$ cat src/rtl/urv_defs.sv
`default_nettype none
// ============================================================================
//  Module      : urv_defs (package)
//  Description : Shared definitions for the uRV data-memory path: load/store
//                size codes and the access-sequencer state encoding.
//  Revision    : 1.0 - initial release
// ============================================================================
package urv_defs;

    // Load/store size codes carried on x_fun_i
    localparam logic [2:0] LDST_B  = 3'b000;
    localparam logic [2:0] LDST_H  = 3'b001;
    localparam logic [2:0] LDST_L  = 3'b010;
    localparam logic [2:0] LDST_BU = 3'b100;
    localparam logic [2:0] LDST_HU = 3'b101;

    // Access sequencer states
    typedef enum logic [1:0] {
        ST_IDLE = 2'd0,
        ST_BUSY = 2'd1,
        ST_DONE = 2'd2
    } dmem_state_t;

endpackage : urv_defs
`default_nettype wire

$ cat src/rtl/urv_dmem_lanes.sv
`default_nettype none
// ============================================================================
//  Module      : urv_dmem_lanes
//  Description : Byte-lane generation for data-memory accesses. Produces the
//                byte enables, lane-replicated store data and the misaligned
//                flag from the size code and the low address bits.
//  Revision    : 1.0 - initial release
// ============================================================================
module urv_dmem_lanes
    import urv_defs::*;
(
    input  logic [2:0]  fun_i,
    input  logic [1:0]  addr_lo_i,
    input  logic [31:0] store_value_i,
    output logic [3:0]  sel_o,
    output logic [31:0] wdata_o,
    output logic        misaligned_o
);

    // Lane decode; unknown size codes are treated as full-word accesses
    always_comb begin
        sel_o        = 4'b1111;
        wdata_o      = store_value_i;
        misaligned_o = 1'b0;
        case (fun_i)
            LDST_B, LDST_BU: begin
                sel_o   = 4'b0001 << addr_lo_i;
                wdata_o = {4{store_value_i[7:0]}};
            end
            LDST_H, LDST_HU: begin
                sel_o        = addr_lo_i[1] ? 4'b1100 : 4'b0011;
                wdata_o      = {2{store_value_i[15:0]}};
                misaligned_o = addr_lo_i[0];
            end
            default: begin
                misaligned_o = |addr_lo_i;
            end
        endcase
    end

endmodule : urv_dmem_lanes
`default_nettype wire

$ cat src/rtl/urv_dmem_ctrl.sv
`default_nettype none
// ============================================================================
//  Module      : urv_dmem_ctrl
//  Description : Data-memory access sequencer. Converts an execute-stage
//                load/store into one held bus cycle, returns one-cycle done
//                pulses plus the raw load word, and flags misalignment, bus
//                errors and bus timeouts.
//  Revision    : 1.0 - initial release
// ============================================================================
module urv_dmem_ctrl
    import urv_defs::*;
#(
    parameter int unsigned g_timeout = 255
) (
    input  logic        clk_i,
    input  logic        rst_i,
    input  logic        x_valid_i,
    input  logic        x_load_i,
    input  logic        x_store_i,
    input  logic [2:0]  x_fun_i,
    input  logic [31:0] x_dm_addr_i,
    input  logic [31:0] x_store_value_i,
    output logic [31:0] bus_addr_o,
    output logic [31:0] bus_wdata_o,
    output logic [3:0]  bus_sel_o,
    output logic        bus_we_o,
    output logic        bus_cyc_o,
    input  logic        bus_ack_i,
    input  logic        bus_err_i,
    input  logic [31:0] bus_rdata_i,
    output logic [31:0] dm_data_l_o,
    output logic        dm_load_done_o,
    output logic        dm_store_done_o,
    output logic        dm_fault_o,
    output logic        dm_misaligned_o
);

    localparam logic [15:0] TIMEOUT_CYC = 16'(g_timeout);

    dmem_state_t state_q, state_d;
    logic [15:0] cnt_q, cnt_d;
    logic [31:0] bus_addr_q, bus_addr_d;
    logic [31:0] bus_wdata_q, bus_wdata_d;
    logic [3:0]  bus_sel_q, bus_sel_d;
    logic        bus_we_q, bus_we_d;
    logic        bus_cyc_q, bus_cyc_d;
    logic        is_load_q, is_load_d;
    logic [31:0] data_l_q, data_l_d;
    logic        load_done_q, load_done_d;
    logic        store_done_q, store_done_d;
    logic        fault_q, fault_d;
    logic        misaligned_q, misaligned_d;

    logic [3:0]  lane_sel;
    logic [31:0] lane_wdata;
    logic        lane_misaligned;
    logic        req;

    urv_dmem_lanes u_lanes (
        .fun_i         (x_fun_i),
        .addr_lo_i     (x_dm_addr_i[1:0]),
        .store_value_i (x_store_value_i),
        .sel_o         (lane_sel),
        .wdata_o       (lane_wdata),
        .misaligned_o  (lane_misaligned)
    );

    assign req = x_valid_i & (x_load_i | x_store_i);

    // Next-state logic: issue, hold and retire a single bus cycle
    always_comb begin
        state_d      = state_q;
        cnt_d        = cnt_q;
        bus_addr_d   = bus_addr_q;
        bus_wdata_d  = bus_wdata_q;
        bus_sel_d    = bus_sel_q;
        bus_we_d     = bus_we_q;
        bus_cyc_d    = bus_cyc_q;
        is_load_d    = is_load_q;
        data_l_d     = data_l_q;
        load_done_d  = 1'b0;
        store_done_d = 1'b0;
        fault_d      = 1'b0;
        misaligned_d = 1'b0;

        case (state_q)
            ST_IDLE: begin
                if (req) begin
                    is_load_d = x_load_i;
                    if (lane_misaligned) begin
                        // Retire immediately without touching the bus
                        state_d      = ST_DONE;
                        load_done_d  = x_load_i;
                        store_done_d = x_store_i;
                        fault_d      = 1'b1;
                        misaligned_d = 1'b1;
                        if (x_load_i) data_l_d = 32'd0;
                    end else begin
                        state_d     = ST_BUSY;
                        cnt_d       = 16'd0;
                        bus_addr_d  = {x_dm_addr_i[31:2], 2'b00};
                        bus_wdata_d = lane_wdata;
                        bus_sel_d   = lane_sel;
                        bus_we_d    = x_store_i;
                        bus_cyc_d   = 1'b1;
                    end
                end
            end

            ST_BUSY: begin
                // cyc already dropped means the timeout abort cycle
                if (bus_cyc_q && !bus_err_i && !bus_ack_i) begin
                    cnt_d = cnt_q + 16'd1;
                    if (cnt_q + 16'd1 == TIMEOUT_CYC) begin
                        bus_cyc_d = 1'b0;
                        bus_sel_d = 4'd0;
                        bus_we_d  = 1'b0;
                    end
                end else begin
                    state_d      = ST_DONE;
                    bus_cyc_d    = 1'b0;
                    bus_sel_d    = 4'd0;
                    bus_we_d     = 1'b0;
                    load_done_d  = is_load_q;
                    store_done_d = ~is_load_q;
                    if (bus_cyc_q && !bus_err_i) begin
                        if (is_load_q) data_l_d = bus_rdata_i;
                    end else begin
                        fault_d = 1'b1;
                        if (is_load_q) data_l_d = 32'd0;
                    end
                end
            end

            ST_DONE: begin
                // The request still visible here is the retiring instruction
                state_d = ST_IDLE;
            end

            default: begin
                state_d = ST_IDLE;
            end
        endcase
    end

    // State and registered-output flops with synchronous reset
    always_ff @(posedge clk_i) begin
        if (rst_i) begin
            state_q      <= ST_IDLE;
            cnt_q        <= 16'd0;
            bus_addr_q   <= 32'd0;
            bus_wdata_q  <= 32'd0;
            bus_sel_q    <= 4'd0;
            bus_we_q     <= 1'b0;
            bus_cyc_q    <= 1'b0;
            is_load_q    <= 1'b0;
            data_l_q     <= 32'd0;
            load_done_q  <= 1'b0;
            store_done_q <= 1'b0;
            fault_q      <= 1'b0;
            misaligned_q <= 1'b0;
        end else begin
            state_q      <= state_d;
            cnt_q        <= cnt_d;
            bus_addr_q   <= bus_addr_d;
            bus_wdata_q  <= bus_wdata_d;
            bus_sel_q    <= bus_sel_d;
            bus_we_q     <= bus_we_d;
            bus_cyc_q    <= bus_cyc_d;
            is_load_q    <= is_load_d;
            data_l_q     <= data_l_d;
            load_done_q  <= load_done_d;
            store_done_q <= store_done_d;
            fault_q      <= fault_d;
            misaligned_q <= misaligned_d;
        end
    end

    assign bus_addr_o      = bus_addr_q;
    assign bus_wdata_o     = bus_wdata_q;
    assign bus_sel_o       = bus_sel_q;
    assign bus_we_o        = bus_we_q;
    assign bus_cyc_o       = bus_cyc_q;
    assign dm_data_l_o     = data_l_q;
    assign dm_load_done_o  = load_done_q;
    assign dm_store_done_o = store_done_q;
    assign dm_fault_o      = fault_q;
    assign dm_misaligned_o = misaligned_q;

endmodule : urv_dmem_ctrl
`default_nettype wire
$ cat config.mk
export PLATFORM = sky130hd
export DESIGN_NAME = urv_dmem_ctrl
export DESIGN_NICKNAME = d
export VERILOG_FILES = /design/src/rtl/urv_defs.sv /design/src/rtl/urv_dmem_lanes.sv /design/src/rtl/urv_dmem_ctrl.sv
export SDC_FILE = /design/constraint.sdc
export NUM_CORES = 1
export LEC_CHECK = 0
export ABC_AREA = 1
export BUFFER_PORTS_ARGS = -buffer_cell sky130_fd_sc_hd__buf_2
export CAP_MARGIN = 10
export CORE_MARGIN = 2
export CORE_UTILIZATION = 44
export CTS_CLUSTER_SIZE = 12
export DETAILED_ROUTE_END_ITERATION = 8
export PLACE_DENSITY = 0.76
export SLEW_MARGIN = 30
export SYNTH_ARGS = -nofsm -noshare
export SYNTH_HDL_FRONTEND = slang
export SYNTH_HIERARCHICAL = 1
export SYNTH_SLANG_ARGS = --single-unit
$ cat constraint.sdc
create_clock -name clk_i -period 1.6 [get_ports clk_i]
set_input_delay 0.08 -clock clk_i [delete_from_list [all_inputs] [get_ports clk_i]]
set_output_delay 0.08 -clock clk_i [all_outputs]
set_load 0.02 [all_outputs]
==> results.yml, run 1 <==
placement:
  placed_cells: 1084
  numPortBuffers: 208
  gp_congestion: 0.888
  place_hpwl_um: 10700
routing:
  dr.pass1.iters: 7
  drtIter0Drc: 396
  vias_per_cell: 5.17
  wl_um: 18700
  wl_per_cell_um: 15.5
  drc: 0
  vias: 6260
  postRouteAntennaNets: 0
sta:
  holdWs_ns: 0.0180
  finalMaxSlewViolations: 0
  slew_headroom_pct: 64.6
  fmax_mhz: 555
  finalCritPeriodShare_pct: 113
  worst_clock_skew_ns: 0.0101
  setup_viol: 15
  fin_crit_ns: 1.80
  rsz0062_at_grt: "true"
  worst_slack_ns: -0.202
  finalHoldViolCount: 0
  worst_pin_slew_ns: 0.531
clock_tree:
  tritoncts: "built"
  cts-htree-levels: 4
  ctsRootBufferMaster: "clkbuf_16"
  cts_sinks: 123
  path_clk_slew_ns: 0.05
  cts_buffers: 17
  clockBufferDepth: 2
  insertion_delay_ns: 0.42
finish:
  layout_commonest_cell: "buf_2"
  layout.nets: 1158
  layout_common_cells: "208 x buf_2, 140 x nor2_1, 121 x nand2_1"
  fin_util_pct: 70.6
  layout.cells.non_filler: 1210
  area_growth_pct: 55.9
  diodes: 0
  drive_gt1_share_pct: 36.4
synthesis:
  synthMuxAreaShare_pct: 0
  ys_warn_count: 6
  synth-async-reset-ratio_pct: 0
  yosys.area_share.simple_pct: 30.6
  synthAdderAreaFrac_pct: 0.460
  synthXorXnorAreaFrac_pct: 0.483
  yosys_most_used_dff: "dfxtp_1"
  synth_seq_cells: 123
  synth.avg_cell_area_um2: 7.41
  yosysSeqAreaShare_pct: 45.3
  synth-edff-count: 0
  syn_area_um2: 5440
  syn_inst: 734
  synth_cell_type_count: 39
  synth_compound_area_share_pct: 14.3
  synth_top_family_by_area: "simple AND/OR/NAND/NOR gates"
global_route:
  grt_pass1_vias: 6039
  grt_usage_pct: 27.0
  grt_first_pass_wirelength_um: 28400
  grt_max_degree: 64
  grt-ovfl-total: 0
  antenna_found_initial: 0
setup_path:
  path_class: "reg -> reg"
  endpoint_kind: "flop"
  cp.arrival_ns: 2.08
  cp.required_ns: 1.88
  crit_fanout: 6
  worstSetupStartpointType: "flop"
die:
  die-height_um: 115
  row_count: 40
  num_io_pins: 212
  initial_core_util_pct: 45.3
  chipWidth_um: 115
  core_area_um2: 12000
  die-area_um2: 13300
outcome:
  violations: "setup timing"
  status: "finished, violations left"
pwr:
  cellPowerDensity_nw_per_um2: 965
  power_leakage_uw: 0.00401
  irDropWorstVdd_mv: 0.608
min_path:
  hp-class: "in -> reg"
run:
  max_cap_viol_count: 0
[layout make-up]
cell class	instances	area, µm²
clock inverter	12	90.1
fill	886	3540
multi-input combinational	522	2670
inverter	36	145
clock buffer	20	467
tap	147	184
sequential	123	2480
timing repair buffer	350	2440
[path summary, 6_finish.rpt]
path | slack, ns | depth (start not counted) | end | from
worst min-delay path | 0.02 | 5 | bus_wdata_o[16]$_SDFFE_PP0P_ | x_store_value_i[16]
worst max-delay path | -0.20 | 14 | bus_sel_o[2]$_SDFFE_PP0P_ | cnt_q[1]$_SDFFE_PP0P_
worst max register to register | -0.20 | 14 | bus_sel_o[2]$_SDFFE_PP0P_ | cnt_q[1]$_SDFFE_PP0P_
worst min register to register | 0.45 | 2 | bus_sel_o[2]$_SDFFE_PP0P_ | bus_sel_o[2]$_SDFFE_PP0P_
[flip-flops by register name, summed over array words and instances, names as in the netlist]
name and count:
bus_addr_o 30, bus_cyc_o 1, bus_sel_o 4, bus_wdata_o 32
bus_we_o 1, cnt_q 16, dm_data_l_o 32, dm_fault_o 1
dm_load_done_o 1, dm_misaligned_o 1, dm_store_done_o 1, is_load_q 1
state_q 2
[per-layer routing]
layer  up-vias  track usage [%]  wire (µm)
li1       3018                -          -
met1      2869             30.3       7290
met2       326             46.7       9240
met3        47             8.80       1670
met4         0             12.4        529
met5         -                0          0
[Yosys cell counts, types with 2 or more instances]
| cell type | n | area (µm²) |
|---|---|---|
| nand2_1 | 138 | 518 |
| inv_1 | 28 | 105 |
| nand3_1 | 50 | 250 |
| o21ai_2 | 2 | 17.5 |
| buf_2 | 10 | 50.1 |
| o21ai_1 | 8 | 40.0 |
| buf_1 | 3 | 11.3 |
| ha_1 | 2 | 25.0 |
| o21ai_0 | 78 | 390 |
| xor2_1 | 2 | 17.5 |
| a21oi_1 | 38 | 190 |
| nor2_2 | 4 | 25.0 |
| a22oi_1 | 2 | 15.0 |
| nand2_2 | 3 | 18.8 |
| clkbuf_8 | 2 | 27.5 |
| buf_4 | 17 | 128 |
| o22ai_1 | 4 | 25.0 |
| nor2_4 | 4 | 45.0 |
| nor2_1 | 144 | 541 |
| a21oi_2 | 7 | 61.3 |
| nand4_1 | 5 | 31.3 |
| dfxtp_1 | 123 | 2460 |
| o21a_1 | 2 | 15.0 |
| clkbuf_1 | 19 | 71.3 |
| nand3_2 | 19 | 190 |
| inv_2 | 7 | 26.3 |
[critical path, stage by stage (launching register included)]
cell,delay [ns]
dfxtp_4,0.36
ha_4,0.17
nand3_4,0.10
nor2_4,0.06
buf_4,0.14
nand2_2,0.05
nand2_2,0.08
nor2_4,0.14
nand3_2,0.08
nor2_1,0.10
nand2_1,0.08
nand2_2,0.08
nand2_4,0.09
nand2_2,0.11
a21oi_2,0.04
[repair_timing]
| action | in CTS | in global routing |
|---|---|---|
| gates cloned | 0 | 2 |
| endpoints found under the setup margin | 18 | 92 |
| pin swaps | 21 | 17 |
| endpoints found under the hold margin | 79 | 0 |
| buffers inserted | 7 | 6 |
| gates resized for setup | 28 | 30 |
| hold buffers | 79 | 0 |
[power by group]
group / total [µW] / switching [µW] / internal, µW / leakage [µW]
Sequential: 3310 / 89.5 / 3220 / 0.00101
Clock: 3550 / 1440 / 2110 / 0.000269
Combinational: 1320 / 762 / 555 / 0.00274
[logic make-up (layout without fill, tap and decap cells)]
group / Yosys count / count (layout)
compound gates: 144 / 144
fa+ha+maj: 2 / 2
buf+inv: 90 / 418
xor+xnor: 3 / 3
simple gates: 371 / 371
other cells: 1 / 2
flops: 123 / 123
[through the flow]
step	TNS, ns	setup slack (ns)	area, µm²	power (µW)
2_1_floorplan	0	0.00192	5450	4010
3_3_place_gp	-1.15	-0.166	6760	4430
3_5_place_dp	-1.35	-0.197	6760	4440
4_1_cts	-0.868	-0.152	8260	8170
5_1_grt	-9.91	-0.336	8470	8500
6_report	-1.34	-0.202	8470	8180
Note: power is estimated with default switching activity, not from simulation.
==> run 2, diff against run 1 <==
==> constraint.sdc (replaced) <==
create_clock -name clk_i -period 1.6 [get_ports clk_i]
set_input_delay 0.24 -clock clk_i [delete_from_list [all_inputs] [get_ports clk_i]]
set_output_delay 0.24 -clock clk_i [all_outputs]
set_load 0.02 [all_outputs]
==> results.yml, run 2 (synthesis results as in run 1) <==
routing:
  vias: 5731
  wl_um: 16100
  postRouteAntennaNets: 0
  drtIter0Drc: 243
  dr.pass1.iters: 5
  vias_per_cell: 5.07
  wl_per_cell_um: 14.3
  drc: 0
global_route:
  antenna_found_initial: 0
  grt_first_pass_wirelength_um: 25200
  grt-ovfl-total: 0
  grt_pass1_vias: 5338
  grt_max_degree: 64
  grt_usage_pct: 23.8
clock_tree:
  clockBufferDepth: 2
  cts_sinks: 123
  ctsHoldBuffers: 0
  insertion_delay_ns: 0.41
  path_clk_slew_ns: 0.06
  ctsRootBufferMaster: "clkbuf_16"
  cts_buffers: 17
  tritoncts: "built"
  cts-htree-levels: 4
finish:
  fin_util_pct: 64.2
  area_growth_pct: 41.8
  diodes: 0
  layout.cells.non_filler: 1130
  layout.nets: 1078
  layout_common_cells: "208 x buf_2, 138 x nor2_1, 125 x nand2_1"
  layout_commonest_cell: "buf_2"
  drive_gt1_share_pct: 39.1
placement:
  placed_cells: 1086
  gp_congestion: 0.861
  place_hpwl_um: 10700
  numPortBuffers: 208
die:
  die-height_um: 115
  row_count: 40
  num_io_pins: 212
  die-area_um2: 13300
  initial_core_util_pct: 45.3
  chipWidth_um: 115
  core_area_um2: 12000
sta:
  setup_viol: 6
  finalHoldViolCount: 0
  finalCritPeriodShare_pct: 114
  holdWs_ns: 0.0539
  fin_crit_ns: 1.83
  slew_headroom_pct: 66.8
  fmax_mhz: 547
  worst_pin_slew_ns: 0.494
  worst_clock_skew_ns: 0.00824
  rsz0062_at_grt: "true"
  worst_slack_ns: -0.230
  finalMaxSlewViolations: 0
setup_path:
  timing.rr.start: "cnt_q[1]$_SDFFE_PP0P_"
  worstSetupStartpointType: "flop"
  cp.required_ns: 1.88
  endpoint_kind: "flop"
  cp.arrival_ns: 2.11
  startpoint: "cnt_q[1]$_SDFFE_PP0P_"
  crit_fanout: 6
  path_class: "reg -> reg"
min_path:
  hold_start: "x_dm_addr_i[4]"
  hp-class: "in -> reg"
pwr:
  irDropWorstVdd_mv: 0.694
  cellPowerDensity_nw_per_um2: 1100
  power_leakage_uw: 0.00366
run:
  max_cap_viol_count: 0
outcome:
  status: "finished, violations left"
  violations: "setup timing"
-- run 2: changes by cell type in the layout (fill, tap and decap cells not counted), sizes merged --
cell         delta
bufinv          +4
dlygate4sd3    -79
clkinvlp        -2
buf             -1
inv             -2
-- run 2: timing repair --
item                       CTS  global route
setup endpoints to repair    8            72
resized for setup           24            27
cloned                       1             3
pin swaps                    8            27
buffers inserted             3             5
-- run 2: path summary, 6_finish.rpt --
path                                endpoint  slack (ns)  depth (start not counted)
setup / recovery   bus_sel_o[1]$_SDFFE_PP0P_       -0.23                         14
hold reg to reg    bus_sel_o[1]$_SDFFE_PP0P_        0.45                          2
hold / removal    bus_addr_o[4]$_SDFFE_PP0P_        0.05                          3
setup reg to reg   bus_sel_o[1]$_SDFFE_PP0P_       -0.23                         14
-- run 2: cell type report --
type	instances	area, µm²
Sequential cell	123	2470
Timing Repair Buffer	270	1640
Clock buffer	20	447
Tap cell	147	184
Multi-Input combinational cell	522	2650
Fill cell	1102	4300
Clock inverter	12	170
Inverter	36	145
-- run 2: worst max-delay path: stages (launching register included) --
cell     delay [ns]
dfxtp_4        0.36
ha_4           0.16
nand3_4        0.12
nor2_4         0.15
nand3_2        0.09
nand2_2        0.08
nand2_2        0.06
nor2_2         0.09
nand2_1        0.07
nor2_1         0.11
nand2_1        0.08
nand2_2        0.09
nand2_4        0.08
nand2_2        0.10
a21oi_2        0.04
-- run 2: through the flow --
stage / worst slack (ns) / cell area [µm²] / setup TNS [ns] / total power (µW)
3_3_place_gp: -0.119 / 6800 / -0.705 / 4440
6_report: -0.230 / 7710 / -1.33 / 8470
5_1_grt: -0.341 / 7710 / -4.13 / 8800
3_5_place_dp: -0.180 / 6800 / -1.32 / 4450
4_1_cts: -0.148 / 7560 / -0.870 / 8500
2_1_floorplan: 0.00192 / 5450 / 0 / 4010
-- run 2: power by group --
part           internal (µW)  total [µW]  switching [µW]
Combinational            435        1150             711
Sequential              3220        3310            83.7
Clock                   2640        4020            1380
Total                   6300        8470            2170
-- run 2: layer usage --
layer / track usage [%] / wire, µm / vias to the layer above
met5: 0 / 0 / -
met4: 7.31 / 312 / 0
met3: 7.80 / 1280 / 26
met2: 40.2 / 7720 / 212
met1: 28.9 / 6830 / 2642
li1: - / - / 2851
